$ cat src/rtl/tt_maquina_pkg.sv
// Shared constants and press-arbitration helpers for the vending-machine input conditioner.
// Channel order on every 4-bit vector is {P,R,N,D}, with D on bit 0.
package tt_maquina_pkg;

  localparam int NUM_CH = 4;
  localparam int CH_D   = 0;
  localparam int CH_N   = 1;
  localparam int CH_R   = 2;
  localparam int CH_P   = 3;

  localparam int DEF_DEBOUNCE_CYCLES = 100000;
  localparam int DEF_CNT_W           = 17;

  // Keep only the lowest set bit, which is the highest-priority press (D wins).
  function automatic logic [NUM_CH-1:0] prio_pick(input logic [NUM_CH-1:0] v);
    logic [NUM_CH-1:0] one;
    one = 1;
    return v & (~v + one);
  endfunction

  function automatic logic multi_hot(input logic [NUM_CH-1:0] v);
    logic [NUM_CH-1:0] one;
    one = 1;
    return (v & (v - one)) != '0;
  endfunction

endpackage

$ cat src/rtl/tt_maquina_debounce.sv
// One conditioner channel: 2-flop synchronizer, hold-time counter, debounced level and a rise pulse.
// The pulse is registered, so it rises on the same edge as the level does.
module tt_maquina_debounce
  import tt_maquina_pkg::*;
#(
  parameter int DEBOUNCE_CYCLES = DEF_DEBOUNCE_CYCLES,
  parameter int CNT_W           = DEF_CNT_W
) (
  input  logic clk,
  input  logic reset,
  input  logic raw,
  output logic level,
  output logic pulse
);

  localparam logic [CNT_W-1:0] CNT_LAST = CNT_W'(DEBOUNCE_CYCLES - 1);
  localparam logic [CNT_W-1:0] CNT_ONE  = CNT_W'(1);

  logic             sync1;
  logic             sync2;
  logic [CNT_W-1:0] cnt;

  always_ff @(posedge clk or posedge reset) begin
    if (reset) begin
      sync1 <= 1'b0;
      sync2 <= 1'b0;
    end else begin
      sync1 <= raw;
      sync2 <= sync1;
    end
  end

  // Any sample that agrees with the current level restarts the hold count.
  // The count stops at CNT_LAST and never wraps.
  always_ff @(posedge clk or posedge reset) begin
    if (reset) begin
      cnt   <= '0;
      level <= 1'b0;
      pulse <= 1'b0;
    end else begin
      pulse <= 1'b0;
      if (sync2 == level) begin
        cnt <= '0;
      end else if (cnt == CNT_LAST) begin
        cnt   <= '0;
        level <= sync2;
        pulse <= sync2;
      end else begin
        cnt <= cnt + CNT_ONE;
      end
    end
  end

endmodule

$ cat src/rtl/tt_maquina_input_cond.sv
// Debounces the four vending-machine buttons {P,R,N,D} and emits one-cycle press pulses.
// Define TT_MAQUINA_PRESS_ARB_EN to keep only the highest-priority press when several qualify at once.
module tt_maquina_input_cond
  import tt_maquina_pkg::*;
#(
  parameter int DEBOUNCE_CYCLES = DEF_DEBOUNCE_CYCLES,
  parameter int CNT_W           = DEF_CNT_W
) (
  input  logic              clk,
  input  logic              reset,
  input  logic [NUM_CH-1:0] sw_raw,
  output logic [NUM_CH-1:0] sw_pulse,
  output logic [NUM_CH-1:0] sw_level,
  output logic              collision
);

  logic [NUM_CH-1:0] rise;

  for (genvar ch = 0; ch < NUM_CH; ch++) begin : g_ch
    tt_maquina_debounce #(
      .DEBOUNCE_CYCLES(DEBOUNCE_CYCLES),
      .CNT_W          (CNT_W)
    ) u_debounce (
      .clk  (clk),
      .reset(reset),
      .raw  (sw_raw[ch]),
      .level(sw_level[ch]),
      .pulse(rise[ch])
    );
  end

`ifdef TT_MAQUINA_PRESS_ARB_EN
  // Losing presses are dropped for good; their levels still read high.
  assign sw_pulse  = prio_pick(rise);
  assign collision = multi_hot(rise);
`else
  assign sw_pulse  = rise;
  assign collision = 1'b0;
`endif

endmodule

$ cat config.mk
export PLATFORM = sky130hd
export DESIGN_NAME = tt_maquina_input_cond
export DESIGN_NICKNAME = d
export VERILOG_FILES = /design/src/rtl/tt_maquina_pkg.sv /design/src/rtl/tt_maquina_debounce.sv /design/src/rtl/tt_maquina_input_cond.sv
export SDC_FILE = /design/constraint.sdc
export NUM_CORES = 1
export LEC_CHECK = 0
export BUFFER_PORTS_ARGS = -buffer_cell sky130_fd_sc_hd__buf_2
export CORE_MARGIN = 3
export CORE_UTILIZATION = 55
export CTS_CLUSTER_SIZE = 8
export DETAILED_ROUTE_END_ITERATION = 10
export GPL_TIMING_DRIVEN = 1
export PLACE_DENSITY = 0.8
export SLEW_MARGIN = 10
export SYNTH_ARGS = -nofsm -noshare
export SYNTH_HDL_FRONTEND = slang
export SYNTH_SLANG_ARGS = --single-unit
$ cat constraint.sdc
create_clock -name clk -period 2.72 [get_ports clk]
set_input_delay 0.68 -clock clk [delete_from_list [all_inputs] [get_ports clk]]
set_output_delay 0.68 -clock clk [all_outputs]
set_load 0.02 [all_outputs]
# --- Word-level counts from Yosys, hierarchy flattened ---
# Index checks and enable logic that the tools add are counted.
op_classes:
  n_addsub: 4
  eq_ne: 8
  muxes: 16
  bitwise_logic: 4
  reduce_logical: 4
op_table:
  columns: ["operator", "count"]
  rows:
  - ["$mux W17", 8]
  - ["$add A17 B1 Y17 const B", 4]
  - ["$eq A17 B17 Y1 const B", 4]
  - ["$mux W1", 8]
  - ["$reduce_and A2 Y1", 4]
  - ["$eq A1 B1 Y1", 4]
  - ["$not A1 Y1", 4]
totals:
  register_bits: 84
  in_bits: 6
  wordCells: 56

# --- Longest topological paths before layout ---
logic_depth:
  word_depth: 3
  depth_mapped: 6
  ltp_nobuf: 5

# --- Hierarchy ---
# From an unflattened synthesis, not the netlist that was laid out.
unflattened:
  cells_unflattened: 378
  area_unflattened_um2: 4130.2
modules_own_cells:
  columns: ["module", "instances", "cells_each", "area_each_um2", "seq_area_each_um2"]
  rows:
  - ["tt_maquina_debounce", 4, 94, 1029.7, 525.5]
  - ["tt_maquina_input_cond", 1, 2, 11.3, 0.0]

# --- Worst setup path after synthesis ---
# OpenSTA, ideal clock, no wires.
synth_timing:
  kind: "reg2reg"
  start: "register g_ch[0].u_debounce.cnt[12]"
  end: "register g_ch[0].u_debounce.level"
  setup_ps: 125
  arrival_time_ps: 1787
  required_ps: 2595
  setup_slack_ps: 808
  path_stages_with_launch: 4
  cell_sequence: "dfrtp_1 or4b_1 or4_4 mux2_4"
synth_via:
  elab_chain_cells: 2
synth_rtl:
  columns: ["element", "line", "text"]
  rows:
  - ["start: declaration", "tt_maquina_debounce.sv:21", "logic [CNT_W-1:0] cnt;"]
  - ["start signal: assignment", "tt_maquina_debounce.sv:49", "cnt <= cnt + CNT_ONE;"]
  - ["$eq A17 B17 Y1", "tt_maquina_debounce.sv:44", "end else if (cnt == CNT_LAST) begin"]
  - ["$reduce_and A2 Y1 (no source line)", null, null]
  - ["end signal: assignment", "tt_maquina_debounce.sv:46", "level <= sync2;"]
  - ["end: declaration", "tt_maquina_debounce.sv:12", "output logic level,"]
# No other way between the ends.
# A chain may end at the register's enable or synchronous reset.

# --- Worst setup path in the final report ---
# Same ends and word-level chain as after synthesis.

==> results.sh <==
export IMPL_ys_seq_elements=84
export IMPL_multi_input_area_um2=1759
export IMPL_fmax_mhz=495.4
export IMPL_grt_pass1_wl_um=12370
export IMPL_power_density_nw_per_um2=535.7
export IMPL_antennaDiodeCount=0
export IMPL_core_area_um2=6907
export IMPL_cts_tree="built"
export IMPL_tns_ns=0
export IMPL_worstHoldStart="g_ch[3].u_debounce.sync1$_DFF_PP0_"
export IMPL_hold_end="g_ch[3].u_debounce.sync2$_DFF_PP0_"
export IMPL_timing_rr_end="g_ch[0].u_debounce.level$_DFFE_PP0P_"
export IMPL_finalMaxSlewViolations=0
export IMPL_place_congestion=0.8954
export IMPL_regArea_um2=2102
export IMPL_path_clk_slew_ns=0.08
export IMPL_antenna_found_initial=0
export IMPL_cts_buffers=9
export IMPL_drive_gt1_share_pct=10.73
export IMPL_skew_ns=0.01134
export IMPL_chipWidth_um=91.31
export IMPL_min_period_over_period_pct=74.22
export IMPL_rsz0062_at_grt="false"
export IMPL_drtAntennaViolNets=0
export IMPL_cts_root_buffer="clkbuf_8"
export IMPL_viasPerCell=5.581
export IMPL_io_pins=15
export IMPL_routed_wl_um=6998
export IMPL_final_fill_count=567
export IMPL_syn_cell_area_um2=4003
export IMPL_avgSynthCellArea_um2=10.26
export IMPL_grt_pass1_vias=2803
export IMPL_startpoint_type="flip-flop"
export IMPL_hold_class="flip-flop to flip-flop"
export IMPL_insertion_delay_ns=0.35
export IMPL_setup_viol=0
export IMPL_critPathKind="flip-flop to flip-flop"
export IMPL_hold_buffers=0
export IMPL_fp_dieH_um=91.31
export IMPL_arrival_ns=2.25
export IMPL_max_clock_path_buffers=2
export IMPL_instances_no_fill=506
export IMPL_die_area_um2=8337
export IMPL_htreeDepth=3
export IMPL_crit_fanout=6
export IMPL_grt_overflow_total=0
export IMPL_grt_max_degree=31
export IMPL_routed_via_count=2824
export IMPL_drc=0
export IMPL_worst_pin_slew_ns=0.6154
export IMPL_max_cap_violations=0
export IMPL_ys_types=40
export IMPL_reg2reg_slack_ns=0.70
export IMPL_hold_slack_ns=0.3440
export IMPL_ys_seq_area_share_pct=52.52
export IMPL_status="complete, no violations"
export IMPL_syn_nets=400
export IMPL_io_buffers=13
export IMPL_dp_hpwl_um=4739
export IMPL_r2r_start="g_ch[0].u_debounce.cnt[12]$_DFF_PP0_"
export IMPL_report_final_hold_viol_count=0
export IMPL_cts_resized=0
export IMPL_finalNetCount=415
export IMPL_areaGrowthSynthToFinish_pct=8.784
export IMPL_num_rows=30
export IMPL_dp_cells=490
export IMPL_wl_per_cell_um=13.83
export IMPL_postSynthCellCount=390
export IMPL_vdd_drop_max_uv=435.1
export IMPL_cts_sinks=84
export IMPL_period_minus_slack_ns=2.019
export IMPL_track_usage_pct=18.43
export IMPL_ys_warnings_count=0
export IMPL_power_leakage_nw=1.746
export IMPL_final_core_util_pct=63.04
export IMPL_finalPower_w=0.002332
export IMPL_drt_iter0_markers=109
export IMPL_initial_utilization_pct=57.95
export IMPL_max_slew_margin_pct=58.89
export IMPL_required_ns=2.95
export IMPL_r2r_cells=3
export IMPL_worst_setup_path_end_kind="flip-flop"
export IMPL_holdPathStages=0
export IMPL_drtPass1Iterations=4
export IMPL_post_cts_buffers=0
cell usage after synthesis:
library cell | instances | area (µm²)
a21oi_1 | 4 | 20.02
and3_1 | 4 | 25.02
and3_2 | 1 | 7.510
and4_1 | 4 | 35.03
buf_2 | 1 | 5.000
buf_4 | 9 | 67.56
buf_6 | 1 | 11.26
clkbuf_1 | 3 | 11.26
clkbuf_2 | 1 | 5.000
conb_1 | 1 | 3.750
dfrtp_1 | 84 | 2102
ha_1 | 4 | 50.05
inv_1 | 11 | 41.29
mux2_2 | 3 | 33.78
mux2_4 | 1 | 15.01
nand2_1 | 19 | 71.32
nand2_4 | 1 | 11.26
nand2b_1 | 1 | 6.260
nand3_1 | 22 | 110.1
nand3b_1 | 1 | 7.510
nand4_1 | 24 | 150.1
nand4bb_4 | 1 | 27.53
nor2_1 | 70 | 262.8
nor2b_1 | 2 | 12.51
nor3_1 | 17 | 85.08
nor3b_1 | 3 | 22.52
nor4_1 | 16 | 100.1
nor4b_1 | 2 | 17.52
nor4bb_1 | 3 | 30.03
o21ai_1 | 1 | 5.000
o31ai_1 | 4 | 30.03
o31ai_2 | 1 | 12.51
or2_2 | 1 | 6.260
or3_1 | 2 | 12.51
or4_1 | 4 | 30.03
or4_4 | 1 | 11.26
or4b_1 | 1 | 10.01
or4bb_1 | 1 | 11.26
xnor2_1 | 44 | 385.4
xor2_1 | 16 | 140.1
cells by family after synthesis:
logic type	synth area share (%)
other cells	0.09369
flops	52.52
simple gates	26.57
fa+ha+maj	1.250
buf+inv	3.532
xor+xnor	13.13
mux	1.219
compound gates	1.688
power by group:
part | internal (W) | switching, W
registers | 0.00127 | 0.0000225
clock network | 0.000542 | 0.000417
logic | 0.0000262 | 0.0000569
layout make-up:
| type | instances | share of cell area [%] |
|---|---|---|
| clock buffer | 12 | 3.333 |
| clock inverter | 4 | 1.667 |
| inverter | 11 | 1.034 |
| multi-input combinational | 280 | 40.40 |
| sequential | 84 | 48.28 |
| tap | 96 | 2.759 |
| timing repair buffer | 19 | 2.529 |
metal layers:
| layer | wire length [µm] | GRT usage [%] | up-vias |
|---|---|---|---|
| li1 | - | - | 1378 |
| met1 | 3314 | 24.62 | 1381 |
| met2 | 3290 | 28.51 | 57 |
| met3 | 291 | 3.645 | 8 |
| met4 | 102 | 9.673 | 0 |
| met5 | 0 | 0 | - |
flip-flops by register name (all words and copies together) (netlist names):
register and count:
g_ch.u_debounce.cnt 68, g_ch.u_debounce.level 4, g_ch.u_debounce.sync1 4, g_ch.u_debounce.pulse 4
g_ch.u_debounce.sync2 4
cells in the final DEF (no fill, tap or decap), types with 2 or more instances in the layout:
master,netlist,final
nand4_1,24,24
buf_4,9,6
buf_2,1,13
nor3b_1,3,3
nor3_1,17,17
or3_1,2,2
and3_1,4,4
clkbuf_8,0,10
nor2_1,70,70
o31ai_1,4,4
nand2_1,19,19
dfrtp_1,84,84
nor4b_1,2,2
xnor2_1,44,44
nor4bb_1,3,3
nand3_1,22,22
nor2b_1,2,2
or4_1,4,4
clkinvlp_4,0,2
ha_1,4,4
nor4_1,16,16
bufinv_16,0,2
mux2_2,3,3
inv_1,11,10
and4_1,4,4
xor2_1,16,16
clkbuf_1,3,2
a21oi_1,4,4
critical path, stage by stage (launching register included):
cell     delay (ns)
dfrtp_1        0.45
or4b_1         0.53
or4_4          0.61
mux2_4         0.32
through the flow:
| step | instance area, µm² | setup slack, ns |
|---|---|---|
| finish | 4354 | 0.7013 |
| global route | 4354 | 0.6111 |
| CTS | 4354 | 0.7187 |
| detailed placement | 4136 | 0.7266 |
| global placement | 4136 | 0.7787 |
| floorplan | 4006 | 0.8080 |
worst max path at each step:
stage | start | to | slack, ns
global placement | g_ch[0].u_debounce.cnt[12]$_DFF_PP0_ | g_ch[0].u_debounce.level$_DFFE_PP0P_ | 0.78
CTS | g_ch[0].u_debounce.cnt[12]$_DFF_PP0_ | g_ch[0].u_debounce.level$_DFFE_PP0P_ | 0.72
global route | g_ch[0].u_debounce.cnt[0]$_DFF_PP0_ | g_ch[0].u_debounce.cnt[8]$_DFF_PP0_ | 0.61
detailed placement | g_ch[0].u_debounce.cnt[12]$_DFF_PP0_ | g_ch[0].u_debounce.level$_DFFE_PP0P_ | 0.73
floorplan | g_ch[0].u_debounce.cnt[12]$_DFF_PP0_ | g_ch[0].u_debounce.level$_DFFE_PP0P_ | 0.81
finish | g_ch[0].u_debounce.cnt[12]$_DFF_PP0_ | g_ch[0].u_debounce.level$_DFFE_PP0P_ | 0.70
Power figures use the tool's default switching activity.
